### config.mk
export PLATFORM = sky130hd
export DESIGN_NAME = demux_seq_ctrl
export DESIGN_NICKNAME = d
export VERILOG_FILES = /design/src/rtl/demux_seq_ctrl.sv
export SDC_FILE = /design/constraint.sdc
export NUM_CORES = 1
export LEC_CHECK = 0
export CORE_ASPECT_RATIO = 1.2
export CORE_MARGIN = 10
export CORE_UTILIZATION = 56
export CTS_BUF_LIST = sky130_fd_sc_hd__clkbuf_8
export DETAILED_ROUTE_END_ITERATION = 10
export PLACE_DENSITY = 0.82
export SYNTH_ARGS = -nofsm -noshare
export SYNTH_HDL_FRONTEND = slang
export SYNTH_SLANG_ARGS = --single-unit
### constraint.sdc
create_clock -name clk -period 3.3 [get_ports clk]
set_input_delay 0.825 -clock clk [delete_from_list [all_inputs] [get_ports clk]]
set_output_delay 0.825 -clock clk [all_outputs]
set_load 0.005 [all_outputs]
### src/rtl/demux_seq_ctrl.sv
// demux_seq_ctrl: sequences a 1xN demux through unmasked channels with setup, dwell and gap phases
module demux_seq_ctrl #(
    parameter int n     = 3,
    parameter int DWELL = 4,
    parameter int GAP   = 1
) (
    input  logic            clk,
    input  logic            rst,
    input  logic            start,
    input  logic            abort,
    input  logic            mode,
    input  logic [n-1:0]    addr,
    input  logic [2**n-1:0] mask,
    input  logic            f_in,
    output logic            f,
    output logic            en,
    output logic [n-1:0]    s,
    output logic            busy,
    output logic            done
);
    localparam int CW = $clog2((DWELL > GAP ? DWELL : GAP) + 1);

    typedef enum logic [2:0] {ST_IDLE, ST_SETUP, ST_DRIVE, ST_GAP, ST_DONE} state_t;

    state_t            state_q, state_d;
    logic [n-1:0]      s_q, s_d;
    logic [CW-1:0]     cnt_q, cnt_d;
    logic              mode_q, mode_d;
    logic [2**n-1:0]   mask_q, mask_d;
    logic              fl_q, fl_d;
    logic              f_q, f_d, en_q, en_d, busy_q, busy_d, done_q, done_d;
    logic [n:0]        first_t, next_t;
    logic              has_next;

    // Lowest set bit of m at or above lo, returned as {found, index}
    function automatic logic [n:0] first_from(input logic [2**n-1:0] m, input int lo);
        logic [n:0] r;
        r = '0;
        for (int i = 2**n - 1; i >= 0; i--)
            if (m[i] && i >= lo) r = {1'b1, n'(i)};
        return r;
    endfunction

    // Next-state and registered-output computation; outputs follow the next state
    always_comb begin
        state_d  = state_q;
        s_d      = s_q;
        cnt_d    = cnt_q;
        mode_d   = mode_q;
        mask_d   = mask_q;
        fl_d     = fl_q;
        first_t  = mode ? {mask[addr], addr} : first_from(mask, 0);
        next_t   = first_from(mask_q, int'(s_q) + 1);
        has_next = !mode_q && next_t[n];
        case (state_q)
            ST_IDLE: if (start) begin
                mode_d  = mode;
                mask_d  = mask;
                fl_d    = f_in;
                state_d = first_t[n] ? ST_SETUP : ST_DONE;
                s_d     = first_t[n] ? first_t[n-1:0] : '0;
            end
            ST_SETUP: begin
                state_d = ST_DRIVE;
                cnt_d   = CW'(DWELL - 1);
            end
            ST_DRIVE: begin
                if (cnt_q != '0) cnt_d = cnt_q - 1'b1;
                else if (GAP > 0) begin
                    state_d = ST_GAP;
                    cnt_d   = CW'(GAP - 1);
                end else begin
                    state_d = has_next ? ST_SETUP : ST_DONE;
                    s_d     = has_next ? next_t[n-1:0] : s_q;
                end
            end
            ST_GAP: begin
                if (cnt_q != '0) cnt_d = cnt_q - 1'b1;
                else begin
                    state_d = has_next ? ST_SETUP : ST_DONE;
                    s_d     = has_next ? next_t[n-1:0] : s_q;
                end
            end
            default: state_d = ST_IDLE;
        endcase
        if (abort && state_q != ST_IDLE) state_d = ST_IDLE;
        if (state_d == ST_IDLE) begin
            s_d   = '0;
            cnt_d = '0;
        end
        en_d   = state_d == ST_DRIVE;
        busy_d = state_d != ST_IDLE;
        done_d = state_d == ST_DONE;
        f_d    = busy_d ? fl_d : 1'b0;
    end

    // State and output registers with synchronous reset
    always_ff @(posedge clk) begin
        if (rst) begin
            state_q <= ST_IDLE;
            s_q     <= '0;
            cnt_q   <= '0;
            mode_q  <= 1'b0;
            mask_q  <= '0;
            fl_q    <= 1'b0;
            f_q     <= 1'b0;
            en_q    <= 1'b0;
            busy_q  <= 1'b0;
            done_q  <= 1'b0;
        end else begin
            state_q <= state_d;
            s_q     <= s_d;
            cnt_q   <= cnt_d;
            mode_q  <= mode_d;
            mask_q  <= mask_d;
            fl_q    <= fl_d;
            f_q     <= f_d;
            en_q    <= en_d;
            busy_q  <= busy_d;
            done_q  <= done_d;
        end
    end

    assign f    = f_q;
    assign en   = en_q;
    assign s    = s_q;
    assign busy = busy_q;
    assign done = done_q;
endmodule
# Word level (Yosys, flattened, before mapping)
# Cells that the tools add are included.
[op_classes]
n_lt_le_gt_ge = 9
eq_ne = 9
bitwise = 1
reduce_logical = 23
addsub = 2
n_mux = 36
[op_table]
columns = ["operator", "n"]
rows = [
  ["$mux W4", 17],
  ["$mux W3", 12],
  ["$ge A3 B4 Y1 const A", 4],
  ["$pmux W3 S4", 1],
  ["$reduce_bool A3 Y1", 4],
  ["$logic_and A1 B1 Y1", 10],
  ["$eq A3 B2 Y1 const B", 3],
  ["$pmux W3 S3", 1],
  ["$ge A1 B4 Y1 const A", 2],
  ["$ge A2 B4 Y1 const A", 2],
  ["$ne A2 B2 Y1 const B", 4],
  ["$logic_not A3 Y1", 2],
  ["$pmux W3 S2", 1],
  ["$add A3 B1 Y4 const B", 1],
  ["$lt A3 B4 Y1 const B", 1],
  ["$reduce_and A2 Y1", 2],
  ["$reduce_and A4 Y1", 1],
  ["$reduce_or A2 Y1", 2],
  ["$bmux W1 S3", 1],
  ["$eq A3 B1 Y1 const B", 1],
  ["$eq A3 B3 Y1 const B", 1],
  ["$mux W1", 3],
  ["$sub A3 B1 Y3 const B", 1],
  ["$reduce_bool A2 Y1", 1],
  ["other kinds (2)", 2],
]
[word_totals]
ff_bits = 23
wordCells = 90
output_inout_bits = 7
in_bits = 17

# Depth between registers and ports, before layout
[depth]
word_depth = 19
mapped_depth = 8
mapped_depth_nobuf = 8

# Least setup slack after synthesis
# No wires, ideal clock.
[synth_path]
path_kind = "reg-to-reg"
startpoint = "register s_q[0] (netlist: s[0])"
endpoint = "register s_q[0] (netlist: s[0])"
arrival_time_ns = 2.273
n_path_buf = 0
setup_ns = 0.095
path_stages_with_launch = 9
synth_period_minus_slack_ns = 2.368
path_slack_ns = 0.932
path_cell_list = "dfxtp_1 > inv_1 > ha_1 > a22o_1 > a211o_1 > a22o_1 > o31ai_4 > a311oi_2 > a221oi_1"
[synth_between]
elab_chain_cells = 18
[synth_rtl]
columns = ["item", "line_no", "source"]
rows = [
  ["start: declaration", "26", "logic [n-1:0] s_q, s_d;"],
  ["start signal: assignment", "101", "s_q <= '0;"],
  ["start signal: assignment", "112", "s_q <= s_d;"],
  ["$add A3 B1 Y4 (*)", "53", "next_t = first_from(mask_q, int'(s_q) + 1);"],
  ["$ge A3 B4 Y1", "40", "if (m[i] && i >= lo) r = {1'b1, n'(i)};"],
  ["$logic_and A1 B1 Y1", "40", ""],
  ["$mux W4 (7 in series)", "40", ""],
  ["$mux W4 (*)", "40", ""],
  ["$logic_and A1 B1 Y1", "54", "has_next = !mode_q && next_t[n];"],
  ["$mux W3", "80", "state_d = has_next ? ST_SETUP : ST_DONE;"],
  ["$mux W3", "78", "if (cnt_q != '0) cnt_d = cnt_q - 1'b1;"],
  ["$pmux W3 S4", "55", "case (state_q)"],
  ["$mux W3", "86", "if (abort && state_q != ST_IDLE) state_d = ST_IDLE;"],
  ["$logic_not A3 Y1", "87", "if (state_d == ST_IDLE) begin"],
  ["$reduce_or A2 Y1 (no line)", "n/a", ""],
]
# Every way passes the cells marked *; elsewhere a longest branch is shown, timed or not. The select of a mux whose other input is x is not followed.
# A chain may end at the register's enable or synchronous reset.

# Worst setup path after layout
[layout_path]
startpoint = "input addr[1]"
endpoint = "register s_q[0] (netlist: s[0])"
[layout_between]
elab_chain_cells = 9
[layout_rtl]
columns = ["item", "line_no", "source"]
rows = [
  ["start: declaration", "12", "input logic [n-1:0] addr,"],
  ["$bmux W1 S3 (*)", "52", "first_t = mode ? {mask[addr], addr} : first_from(mask, 0);"],
  ["$mux W1 (not written as such) (*)", "52", ""],
  ["$mux W4 (*)", "52", ""],
  ["$mux W3", "60", "state_d = first_t[n] ? ST_SETUP : ST_DONE;"],
  ["$mux W3", "56", "ST_IDLE: if (start) begin"],
  ["$pmux W3 S4", "55", ""],
  ["$mux W3", "86", ""],
  ["$logic_not A3 Y1", "87", ""],
  ["$reduce_or A2 Y1 (no line)", "n/a", ""],
]
# Marked as above.

==> impl_metrics.tcl <==
set metrics [dict create \
    synth-simple-area-share_pct 24.04 \
    insertion_delay_ns 0.27 \
    rrSetupSlack_ns 0.54 \
    syn_nets 215 \
    cts_hold_buffers 0 \
    die_area_um2 5321 \
    crit_family "multiplexers" \
    synth_edf_count 0 \
    port_buffers 23 \
    die_w_um 68.28 \
    core-area_um2 2603 \
    drtIter0Drc 222 \
    hold_viol_final 0 \
    fin_area_um2 1863 \
    grt_max_degree 15 \
    peakVddDrop_mv 0.3442 \
    cap_violations 0 \
    min_to "mask_q[0]$_SDFFE_PP0P_" \
    r2r_cells 7 \
    ys_ff_latch 23 \
    synth_fa_ha_area_share_pct 3.994 \
    cts_buffer_depth 2 \
    critPathKind "input pin to flip-flop" \
    yosys-top-cells-count "nand2_1, dfxtp_1, a21oi_1" \
    antenna_found_initial 0 \
    drc_errors 0 \
    setup-tns-final_ns 0 \
    gp_congestion 0.9293 \
    synth_largest_area_cell "dfxtp_1" \
    ys_top_cells_by_area "dfxtp_1, a21oi_1, nand2_1, ha_1, mux4_2" \
    rows 20 \
    ant_nets 0 \
    die_h_um 77.94 \
    synthMuxAreaShare_pct 4.153 \
    wl_per_cell_um 16.86 \
    syn_area_um2 1567 \
    fillerInstances 220 \
    clkTransAtPathRegs_ns 0.08 \
    rsz0062_at_grt "no" \
    p_per_area_nw_per_um2 381.0 \
    critPathBufInv 1 \
    critPathMaxFanout 9 \
    synth_top_cell_area_share_pct 29.39 \
    post_cts_resized 0 \
    setup_violations 0 \
    slew_violations 0 \
    synth_most_common_cell "nand2_1" \
    synth_top_family_by_area "compound AO/OA/AOI/OAI gates" \
    cp-start-kind "input pin" \
    synth-compound-area-share_pct 33.23 \
    cts_buffers 3 \
    drt_first_pass_iters 5 \
    rr_startpoint "s[1]$_SDFFE_PP0P_" \
    endpoint_kind "flip-flop" \
    fin_crit_ns 2.830 \
    yosysWarnings 0 \
    synth_cells 193 \
    h-tree-depth 1 \
    hpwl_mm 3.321 \
    power.leakage_uw 0.0006638 \
    io_pins 24 \
    finClkSkew_ns 0.006782 \
    grt_pass1_vias 1452 \
    grt_pass1_wl_mm 6.665 \
    grtUsageTotal_pct 15.53 \
    outcome "completed" \
    syn_area_per_cell_um2 8.117 \
    hold_ws_ns 0.5046 \
    routed_wl_mm 4.164 \
    worstMarginPinSlew_ns 0.5891 \
    syn2layout_area_growth_pct 18.93 \
    start_util_pct 60.19 \
    nNetsFinal 237 \
    hold_path.class "flip-flop to flip-flop" \
    placed_cell_area_um2 1814 \
    cts_root_buffer "clkbuf_8" \
    vias 1597 \
    synthArstFlopShare_pct 0 \
    period_share_pct 85.75 \
    critPathMaxStageDelay_ns 0.55 \
    relSlewSlack_pct 60.73 \
    drive_gt1_share_pct 8.879 \
    numClockSinks 23 \
    max_freq_mhz 353.4 \
    crit_slowest_cell "clkdlybuf4s50_1" \
    min_path_cells 2 \
    worstHoldStart "mask_q[0]$_SDFFE_PP0P_" \
    critical_path_arrival_ns 2.95 \
    regToRegEndpoint "s[0]$_SDFFE_PP0P_" \
    post_cts.repair.setup_buffers 0 \
    num_antenna_cells 0 \
    cts_tree "done" \
    yosys_most_used_dff "dfxtp_1" \
    synth_xor_xnor_area_share_pct 0.5591 \
    synth.yosys.seq_area_share_pct 29.39 \
    worstPathRequired_ns 3.42 \
    crit_chain "clkdlybuf4s50_1 -> mux4_2 -> mux2i_1 -> o2bb2ai_2 -> nor2_1 -> o21ai_2 -> a221oi_1" \
    gr-total-overflow 0 \
    ys_types 54 \
    via_per_inst 6.466 \
]
==> worst max path at each step <==
stage,startpoint,endpoint,slack (ns),depth (start not counted)
final,addr[1],s[0]$_SDFFE_PP0P_,0.47,7
after global routing,s[0]$_SDFFE_PP0P_,s[0]$_SDFFE_PP0P_,0.32,7
after CTS,addr[1],s[0]$_SDFFE_PP0P_,0.47,7
after detailed placement,addr[1],s[0]$_SDFFE_PP0P_,0.21,7
after global placement,addr[1],s[0]$_SDFFE_PP0P_,0.34,7
after floorplan,s[0]$_SDFFE_PP0P_,s[0]$_SDFFE_PP0P_,0.93,8
==> metal layers <==
layer	track usage, %	wire length, um	vias to the layer above
li1	-	-	764
met1	19.29	1698	741
met2	25.09	2058	80
met3	3.305	326	12
met4	5.847	81	0
met5	0	0	-
==> where the power goes <==
| part | total, uW | internal (uW) | switching [uW] |
|---|---|---|---|
| clock | 179 | 85.5 | 93.7 |
| combinational | 208 | 96.9 | 111 |
| sequential | 323 | 298 | 24.9 |
| total | 710 | 480 | 230 |
==> cell families after synthesis <==
group | count (synthesis)
XOR/XNOR | 1
buffers and inverters | 17
flip-flops | 23
multiplexers | 4
adder cells (fa/ha/maj) | 5
AO/OA/AOI/OAI | 71
AND/OR/NAND/NOR | 72
==> worst register-to-register path, cell delays in order, from the launching register on <==
cell	delay, ns
dfxtp_1	0.44
ha_1	0.46
a21boi_0	0.41
a21o_1	0.22
a22o_1	0.23
o31ai_4	0.11
a311oi_2	0.56
a221oi_1	0.19
==> area by class of cell <==
| class | instances | area, um2 | share of cell area (%) |
|---|---|---|---|
| multi-input cells | 153 | 1033 | 55.47 |
| inverters | 9 | 33.78 | 1.813 |
| well taps | 33 | 41.29 | 2.216 |
| clock inverters | 1 | 7.507 | 0.4030 |
| flip-flops and latches | 23 | 460.4 | 24.71 |
| repair buffers | 25 | 245.2 | 13.16 |
| clock buffers | 3 | 41.29 | 2.216 |
==> metrics by stage <==
stage               total power [uW]  worst slack (ns)  cells  utilization [%]
finish                         709.9            0.4704    247            71.59
detailed placement             533.2            0.2098    243            69.71
CTS                            708.0            0.4745    247            71.59
global placement               524.8            0.3414    243            69.71
floorplan                      457.3            0.9319    193                -
global route                   742.9            0.3220    247            71.59
==> state kept, by name, summed over array words and instances, names as in the netlist <==
| signal | flops |
|---|---|
| state_q | 3 |
| mode_q | 1 |
| mask_q | 8 |
| busy | 1 |
| f | 1 |
| cnt_q | 3 |
| done | 1 |
| fl_q | 1 |
| s | 3 |
| en | 1 |
==> layout by cell type (no fill, tap or decap), types with 3 or more instances in the layout <==
cell	synthesis	layout
nor3_1	7	7
clkdlybuf4s50_1	0	23
dfxtp_1	23	23
ha_1	5	5
o21ai_0	8	8
a22oi_1	5	5
and2_1	5	5
clkbuf_8	0	3
nor2_1	12	12
nand2b_1	6	6
nand2_1	25	25
nor2b_1	3	3
o21a_1	3	3
nand3_1	3	3
inv_1	9	9
a211oi_1	4	4
a21oi_1	22	22
(Power assumes the default switching activity.)
